[src/rtl/hack_pkg.sv]
// Shared definitions for the Hack CPU control path: FSM states, instruction
// field positions and the bit order of the ALU control word.
package hack_pkg;

  typedef enum logic [2:0] {
    ST_FETCH,
    ST_AINST,
    ST_MEMRD,
    ST_EXEC,
    ST_MEMWR
  } state_t;

  // Instruction field positions
  localparam int IR_CTYPE   = 15;
  localparam int IR_ABIT    = 12;
  localparam int IR_COMP_HI = 11;
  localparam int IR_COMP_LO = 6;
  localparam int IR_DEST_HI = 5;
  localparam int IR_DEST_LO = 3;
  localparam int IR_JUMP_HI = 2;
  localparam int IR_JUMP_LO = 0;

  // Destination bits inside the instruction word
  localparam int DEST_A = 5;
  localparam int DEST_D = 4;
  localparam int DEST_M = 3;

  // Jump bits inside the jump field: less-than, equal, greater-than
  localparam int JMP_LT = 2;
  localparam int JMP_EQ = 1;
  localparam int JMP_GT = 0;

  // ALU control word as driven on alu_ctl, msb first: {zx,nx,zy,ny,f,no}
  typedef struct packed {
    logic zx;
    logic nx;
    logic zy;
    logic ny;
    logic f;
    logic no;
  } alu_ctl_t;

  localparam int ALU_CTL_W = $bits(alu_ctl_t);

  // First state after an instruction has been accepted.
  function automatic state_t decode_fetch(input logic ctype, input logic abit);
    if (!ctype)     return ST_AINST;
    else if (abit)  return ST_MEMRD;
    else            return ST_EXEC;
  endfunction

endpackage

[src/rtl/hack_jump_cond.sv]
// Combinational jump decision from the instruction jump bits and ALU flags.
module hack_jump_cond
  import hack_pkg::*;
(
  input  logic [2:0] jump,
  input  logic       alu_zr,
  input  logic       alu_ng,
  output logic       jmp
);

  assign jmp = (jump[JMP_LT] & alu_ng)
             | (jump[JMP_EQ] & alu_zr)
             | (jump[JMP_GT] & ~alu_ng & ~alu_zr);

endmodule

[src/rtl/hack_cpu_ctrl.sv]
// Hack CPU control unit: fetches one instruction, sequences data-memory
// read/write handshakes and issues A/D/PC write strobes in the commit cycle.
module hack_cpu_ctrl
  import hack_pkg::*;
(
  input  logic                 clk,
  input  logic                 rst_n,
  input  logic                 instr_valid,
  input  logic [15:0]          instr,
  output logic                 instr_ready,
  output logic                 mem_rd_req,
  input  logic                 mem_rd_ack,
  output logic                 mem_wr_req,
  input  logic                 mem_wr_ack,
  output logic [ALU_CTL_W-1:0] alu_ctl,
  output logic                 alu_y_sel,
  input  logic                 alu_zr,
  input  logic                 alu_ng,
  output logic                 load_a,
  output logic                 a_sel,
  output logic                 load_d,
  output logic                 pc_load,
  output logic                 pc_inc,
  output logic                 busy
);

  state_t      state;
  state_t      state_nxt;
  logic [15:0] ir;
  alu_ctl_t    comp;
  logic        jmp;
  logic        commit;
  logic        unused_ir_bits;

  assign comp           = alu_ctl_t'(ir[IR_COMP_HI:IR_COMP_LO]);
  // The type bit is consumed at fetch and the two spare bits are don't-care.
  assign unused_ir_bits = ^ir[IR_CTYPE:IR_ABIT+1];

  hack_jump_cond u_jump_cond (
    .jump   (ir[IR_JUMP_HI:IR_JUMP_LO]),
    .alu_zr (alu_zr),
    .alu_ng (alu_ng),
    .jmp    (jmp)
  );

  // NOTE: sequential state uses non-blocking assignments so every register
  // samples pre-edge values; combinational blocks below use blocking ones.
  always_ff @(posedge clk or negedge rst_n) begin
    if (!rst_n) begin
      state <= ST_FETCH;
      ir    <= '0;
    end else begin
      state <= state_nxt;
      if (state == ST_FETCH && instr_valid) begin
        ir <= instr;
      end
    end
  end

  // NOTE: every signal gets a default before the case so no path leaves it
  // unassigned, which would otherwise infer a latch.
  always_comb begin
    state_nxt = state;
    unique case (state)
      ST_FETCH: if (instr_valid) state_nxt = decode_fetch(instr[IR_CTYPE], instr[IR_ABIT]);
      ST_AINST: state_nxt = ST_FETCH;
      ST_MEMRD: if (mem_rd_ack) state_nxt = ST_EXEC;
      ST_EXEC:  state_nxt = ir[DEST_M] ? ST_MEMWR : ST_FETCH;
      ST_MEMWR: if (mem_wr_ack) state_nxt = ST_FETCH;
      default:  state_nxt = ST_FETCH;
    endcase
  end

  // Outputs are decoded from the registered state and ir; only the commit
  // strobes look at mem_wr_ack and the ALU flags within the same cycle.
  assign commit = (state == ST_EXEC  && !ir[DEST_M])
               || (state == ST_MEMWR && mem_wr_ack);

  always_comb begin
    instr_ready = 1'b0;
    busy        = 1'b1;
    mem_rd_req  = 1'b0;
    mem_wr_req  = 1'b0;
    alu_ctl     = '0;
    alu_y_sel   = 1'b0;
    load_a      = 1'b0;
    a_sel       = 1'b0;
    load_d      = 1'b0;
    pc_load     = 1'b0;
    pc_inc      = 1'b0;
    unique case (state)
      ST_FETCH: begin
        instr_ready = 1'b1;
        busy        = 1'b0;
      end
      ST_AINST: begin
        load_a = 1'b1;
        pc_inc = 1'b1;
      end
      ST_MEMRD: begin
        mem_rd_req = 1'b1;
        alu_y_sel  = 1'b1;
      end
      ST_EXEC: begin
        alu_ctl   = comp;
        alu_y_sel = ir[IR_ABIT];
      end
      ST_MEMWR: begin
        alu_ctl    = comp;
        alu_y_sel  = ir[IR_ABIT];
        mem_wr_req = 1'b1;
      end
      default: begin
        instr_ready = 1'b0;
        busy        = 1'b0;
      end
    endcase
    if (commit) begin
      load_a  = ir[DEST_A];
      a_sel   = 1'b1;
      load_d  = ir[DEST_D];
      pc_load = jmp;
      pc_inc  = ~jmp;
    end
  end

endmodule

[config.mk]
export PLATFORM = sky130hd
export DESIGN_NAME = hack_cpu_ctrl
export DESIGN_NICKNAME = d
export VERILOG_FILES = /design/src/rtl/hack_pkg.sv /design/src/rtl/hack_jump_cond.sv /design/src/rtl/hack_cpu_ctrl.sv
export SDC_FILE = /design/constraint.sdc
export NUM_CORES = 1
export LEC_CHECK = 0
export CORE_UTILIZATION = 40
export DETAILED_ROUTE_END_ITERATION = 10
export PLACE_DENSITY = 0.79
export SETUP_SLACK_MARGIN = 0.4
export SLEW_MARGIN = 10
export SYNTH_ARGS = -nofsm -noshare
export SYNTH_HDL_FRONTEND = slang
export SYNTH_SLANG_ARGS = --single-unit
[constraint.sdc]
create_clock -name clk -period 1.9 [get_ports clk]
set_input_delay 0.19 -clock clk [delete_from_list [all_inputs] [get_ports clk]]
set_output_delay 0.19 -clock clk [all_outputs]
set_load 0.02 [all_outputs]
Word-level counts from Yosys, hierarchy flattened

Index checks and enable logic that the tools add are counted.

Equal/unequal tests: 7
Mux-type cells: 19
Bitwise operators: 9
Reductions and logical operators: 9

Operators with widths:

| operator           | count |
|---|---|
| $mux 3             | 4 |
| $pmux 3 s4         | 1 |
| $mux 1             | 11 |
| $eq 3x2->1 const B | 2 |
| $mux 6             | 1 |
| $ne 2x2->1 const B | 3 |
| $and 1x1->1        | 4 |
| $reduce_or 4->1    | 1 |
| $eq 3x1->1 const B | 1 |
| $eq 3x3->1 const B | 1 |
| $logic_and 1x1->1  | 3 |
| $logic_not 3->1    | 1 |
| $not 1->1          | 3 |
| $reduce_and 3->1   | 1 |
| $mux 2             | 1 |
| $or 1x1->1         | 2 |
| $pmux 1 s2         | 1 |
| $reduce_or 2->1    | 1 |
| $logic_not 1->1    | 1 |
| $logic_or 1x1->1   | 1 |

Register bits after elaboration: 16
Input port bits: 23
Output and inout bits: 16
Logic and storage cells: 46

Logic depth before layout (Yosys ltp)

Depth in word-level cells: 6
Gate-level depth with buffers: 5
Gate-level depth less buffers: 4

Hierarchy

Synthesis repeated with hierarchy kept, for this count alone.

Cell total of the unflattened synthesis: 73
Area, all modules: 864.6 um^2

Modules (own cells, without submodules):

| module         | times used | cells each | area each (um^2) | seq. area each (um^2) |
|---|---|---|---|---|
| hack_cpu_ctrl  | 1          | 71         | 847.1            | 400.4 |
| hack_jump_cond | 1          | 2          | 17.5             | 0.0 |

Worst setup path after synthesis

Ideal clock, no wire load.

Kind: flip-flop to flip-flop
Start point: register state[0]
End point: register ir[0]
Setup time: 0.125 ns
Arrival: 1.479 ns
Data required time: 1.775 ns
Slack: 0.296 ns
Cell stages (with the launch flop): 6
Path buffers: 2
Period minus slack after synthesis: 1.604 ns
Cells stage by stage: dfrtp_1 buf_6 nor3_4 and2_4 buf_12 mux2_4

Cells in the longest elaborated chain, start to end: 2

RTL lines:

| what                   | line                | source |
|---|---|---|
| start, declared        | hack_cpu_ctrl.sv:27 | `state_t state;` |
| start signal, assigned | hack_cpu_ctrl.sv:53 | `state <= state_nxt;` |
| $logic_not 3->1        | hack_cpu_ctrl.sv:54 | `if (state == ST_FETCH && instr_valid) begin` |
| $logic_and 1x1->1      | hack_cpu_ctrl.sv:54 |  |
| end signal, assigned   | hack_cpu_ctrl.sv:55 | `ir <= instr;` |
| end, declared          | hack_cpu_ctrl.sv:29 | `logic [15:0] ir;` |

Every way passes these cells.
A chain may end at the register's enable or synchronous reset.

Worst setup path in the final report

Start point: register state[2]
End point: output load_d

Cells in the longest elaborated chain, start to end: 4
Elaborated cells on any way between the ends: 6
Classes of those cells: 2 x eq/ne; 1 x mux; 3 x reduce/logical

RTL lines:

| what                                            | line                                     | source |
|---|---|---|
| $eq 3x2->1 / $eq 3x3->1 (equally long branches) | hack_cpu_ctrl.sv:76, hack_cpu_ctrl.sv:77 |  |
| $logic_and 1x1->1, on equally long branches     | hack_cpu_ctrl.sv:76, hack_cpu_ctrl.sv:77 |  |
| $logic_or 1x1->1 (*)                            | hack_cpu_ctrl.sv:77                      | `\|\| (state == ST_MEMWR && mem_wr_ack);` |
| $mux 1 (*)                                      | hack_cpu_ctrl.sv:118                     | `if (commit) begin` |
| end, declared                                   | hack_cpu_ctrl.sv:21                      | `output logic load_d,` |

Every way passes the cells marked *; elsewhere a longest branch is shown, timed or not.

==> flow_summary_export.csv <==
group,metric,value,unit
clock_network,clock_latency,0.27,ns
synthesis,synth_top_area_frac,0.469,
synthesis,yosys.area.top_type,"dfrtp_1",
detailed_routing,drt_iter0_markers,9,
final_layout,fin_cells,141,
critical_path,max_stage_delay,0.40,ns
critical_path,cp.arrival,1.55,ns
sta,fin_crit_sh,0.916,
detailed_routing,post-route-drc-count,0,
clock_network,cts_buffers,3,
global_routing,grt_max_degree,17,
pwr,ir_drop,1.01,mV
clock_network,tritoncts,"yes",
critical_path,cp-end-kind,"output port",
critical_path,critPathSlowestCell,"dfrtp_1",
place,placed_cell_area,0.00125,mm^2
place,gp_congestion,0.686,
final_layout,final_common_cell,"clkdlybuf4s50_1",
place,dp_hpwl,1.44,mm
sta,holdWs,0.230,ns
detailed_routing,final_antenna_net_count,0,
sta,worst_slew_pin_slew,0.250,ns
clock_network,clock-sinks,16,
sta,fin_worst_skew,0.00494,ns
final_layout,final_core_util,0.702,
die,dieWidth,48.2,um
outcome,status,"finished, final reports clean",
detailed_routing,routed_wl,2.00,mm
critical_path,cp_num_buf_inv,2,
synthesis,ys_ff_latch,16,
sta,slew_headroom,0.833,
synthesis,synth.distinct_cells,28,
sta,grt_setup_unrepaired,"yes",
final_layout,fin_area,0.00139,mm^2
sta,hold_violations,0,
critical_path,worstPathRequired,1.71,ns
die,die_area,0.00232,mm^2
detailed_routing,num_vias,691,
final_layout,final_nets,139,
flow_run,cap_violations,0,
sta,finalSetupViolations,0,
global_routing,grt_pass1_vias,680,
synthesis,synthTopCellsByArea,"dfrtp_1 (47%), mux2_4 (14%), and2_1 (4.4%)",
critical_path,critPathKind,"flop to output port",
synthesis,yosys_warnings,0,
pwr,leakagePower,0.000650,uW
clock_network,htree_num_levels,1,
die,die_h,48.2,um
die,ios,39,
sta,report.final.slew_viol_count,0,
global_routing,grt_usage,0.193,
die,start_util,0.431,
place,io_buffers,36,
detailed_routing,post_drt_via_cell_ratio,4.90,
hold_path,hold_class,"input pin to async pin",
detailed_routing,avgRoutedWirePerCell,14.2,um
synthesis,syn_avg_cell_area,12.5,um^2
final_layout,area_growth,63.0,%
sta,fin_crit,1.74,ns
detailed_routing,drt_pass1_iterations,4,
pwr,p_per_area,1550,mW/mm^2
sta,fmax,574,MHz
final_layout,final_cell_mix,"clkdlybuf4s50_1 (20), buf_6 (18), dfrtp_1 (16)",
clock_network,clkTransAtPathRegs,0.09,ns
critical_path,cp_cell_sequence,"buf_6 -> nand3b_1 -> a2bb2oi_4 -> nor2b_1 -> buf_4",
clock_network,cts_root_buf,"clkbuf_4",
die,floorplan.rows,16,
global_routing,grt_overflow,0,
critical_path,cp_top_family,"flip-flops",
synthesis,syn_inst,68,
synthesis,syn-num-nets,91,
pwr,power,2160,uW
die,core_area,0.00198,mm^2
critical_path,crit_fanout,5,
clock_network,cts_buffer_depth,2,
critical_path,startpoint_type,"flop",
synthesis,ys_seq_area_frac,0.469,
synthesis,syn_area,853,um^2
place,dp_cells,133,
global_routing,grt_antenna_before_repair,0,
global_routing,grt_pass1_wl,3.04,mm
final_layout,drive_above_1_share,0.482,
final_layout,diodes,0,
## cell usage after synthesis
master	n
inv_1	3
mux2_2	3
mux2_4	8
a2bb2oi_2	1
o21ai_2	2
a21oi_1	1
o21ai_0	2
nor2_1	2
buf_12	1
o22ai_1	1
buf_6	2
a21boi_0	1
o21a_1	1
a21o_1	1
clkinv_2	1
mux2i_1	1
nand3_1	2
nand3b_1	1
nor3_1	2
nor2b_1	2
and2_4	1
dfrtp_1	16
nor3_4	1
a221o_1	1
nor3b_1	2
or3b_4	1
nand2_1	2
and2_1	6
## layer usage
metal / vias to the layer above / part of all wire / GRT usage
met5: - / 0 / 0
li1: 333 / - / -
met2: 22 / 0.53 / 0.341
met1: 334 / 0.42 / 0.233
met4: 0 / 0.0075 / 0.0500
met3: 2 / 0.047 / 0.0481
## metrics by stage
stage,setup WS [ns],TNS [ns]
finish,0.159,0
global route,0.0683,0
CTS,0.128,0
detailed placement,-0.0712,-0.421
global placement,-0.0438,-0.270
floorplan,0.296,0
## cell families (layout without fill, tap and decap cells)
kind of cell / count (synthesis) / count (layout) / synth area share
simple gates: 22 / 23 / 0.169
flops: 16 / 16 / 0.469
mux: 12 / 12 / 0.192
compound gates: 11 / 11 / 0.101
buf+inv: 7 / 52 / 0.0689
## worst register-to-register path: stages, from the launching register on
cell	delay [ns]
dfrtp_1	0.40
buf_6	0.12
buf_4	0.16
nor3_4	0.20
buf_4	0.16
and2_4	0.19
mux2_4	0.30
## what timing repair did
item | 4_1_cts | 5_1_grt
setup buffers | 3 | 1
cloned | 1 | 0
resized for setup | 106 | 9
setup endpoints to repair | 27 | 29
pin swaps | 14 | 6
hold buffers | 0 | 0
## final cells by class
class	count	area, um^2
well taps	27	33.8
multi-input cells	46	459
inverters	4	20.0
flip-flops and latches	16	400
clock buffers	3	22.5
repair buffers	45	455
fillers	147	591
## state kept, by name, summed over array words and instances, names as in the netlist
name / cells
ir: 13
state: 3
## final timing paths
kind / start / end / slack (ns) / cells after the start
worst max-delay path: state[2] / load_d / 0.16 / 5
worst min-delay path: rst_n / ir[11] / 0.23 / 2
worst max register to register: state[2] / ir[1] / 0.26 / 6
worst min register to register: ir[0] / ir[0] / 0.51 / 1
max in group asynchronous: rst_n / ir[7] / 1.49 / 2
min in group clk: ir[0] / ir[0] / 0.51 / 1
## power by group
| group | switching, uW | internal, uW | total (uW) |
|---|---|---|---|
| Clock | 95.7 | 73.2 | 169 |
| Combinational | 584 | 800 | 1380 |
| Sequential | 103 | 506 | 609 |
| Total | 782 | 1380 | 2160 |
No activity file was read; power rests on OpenSTA's default activity.
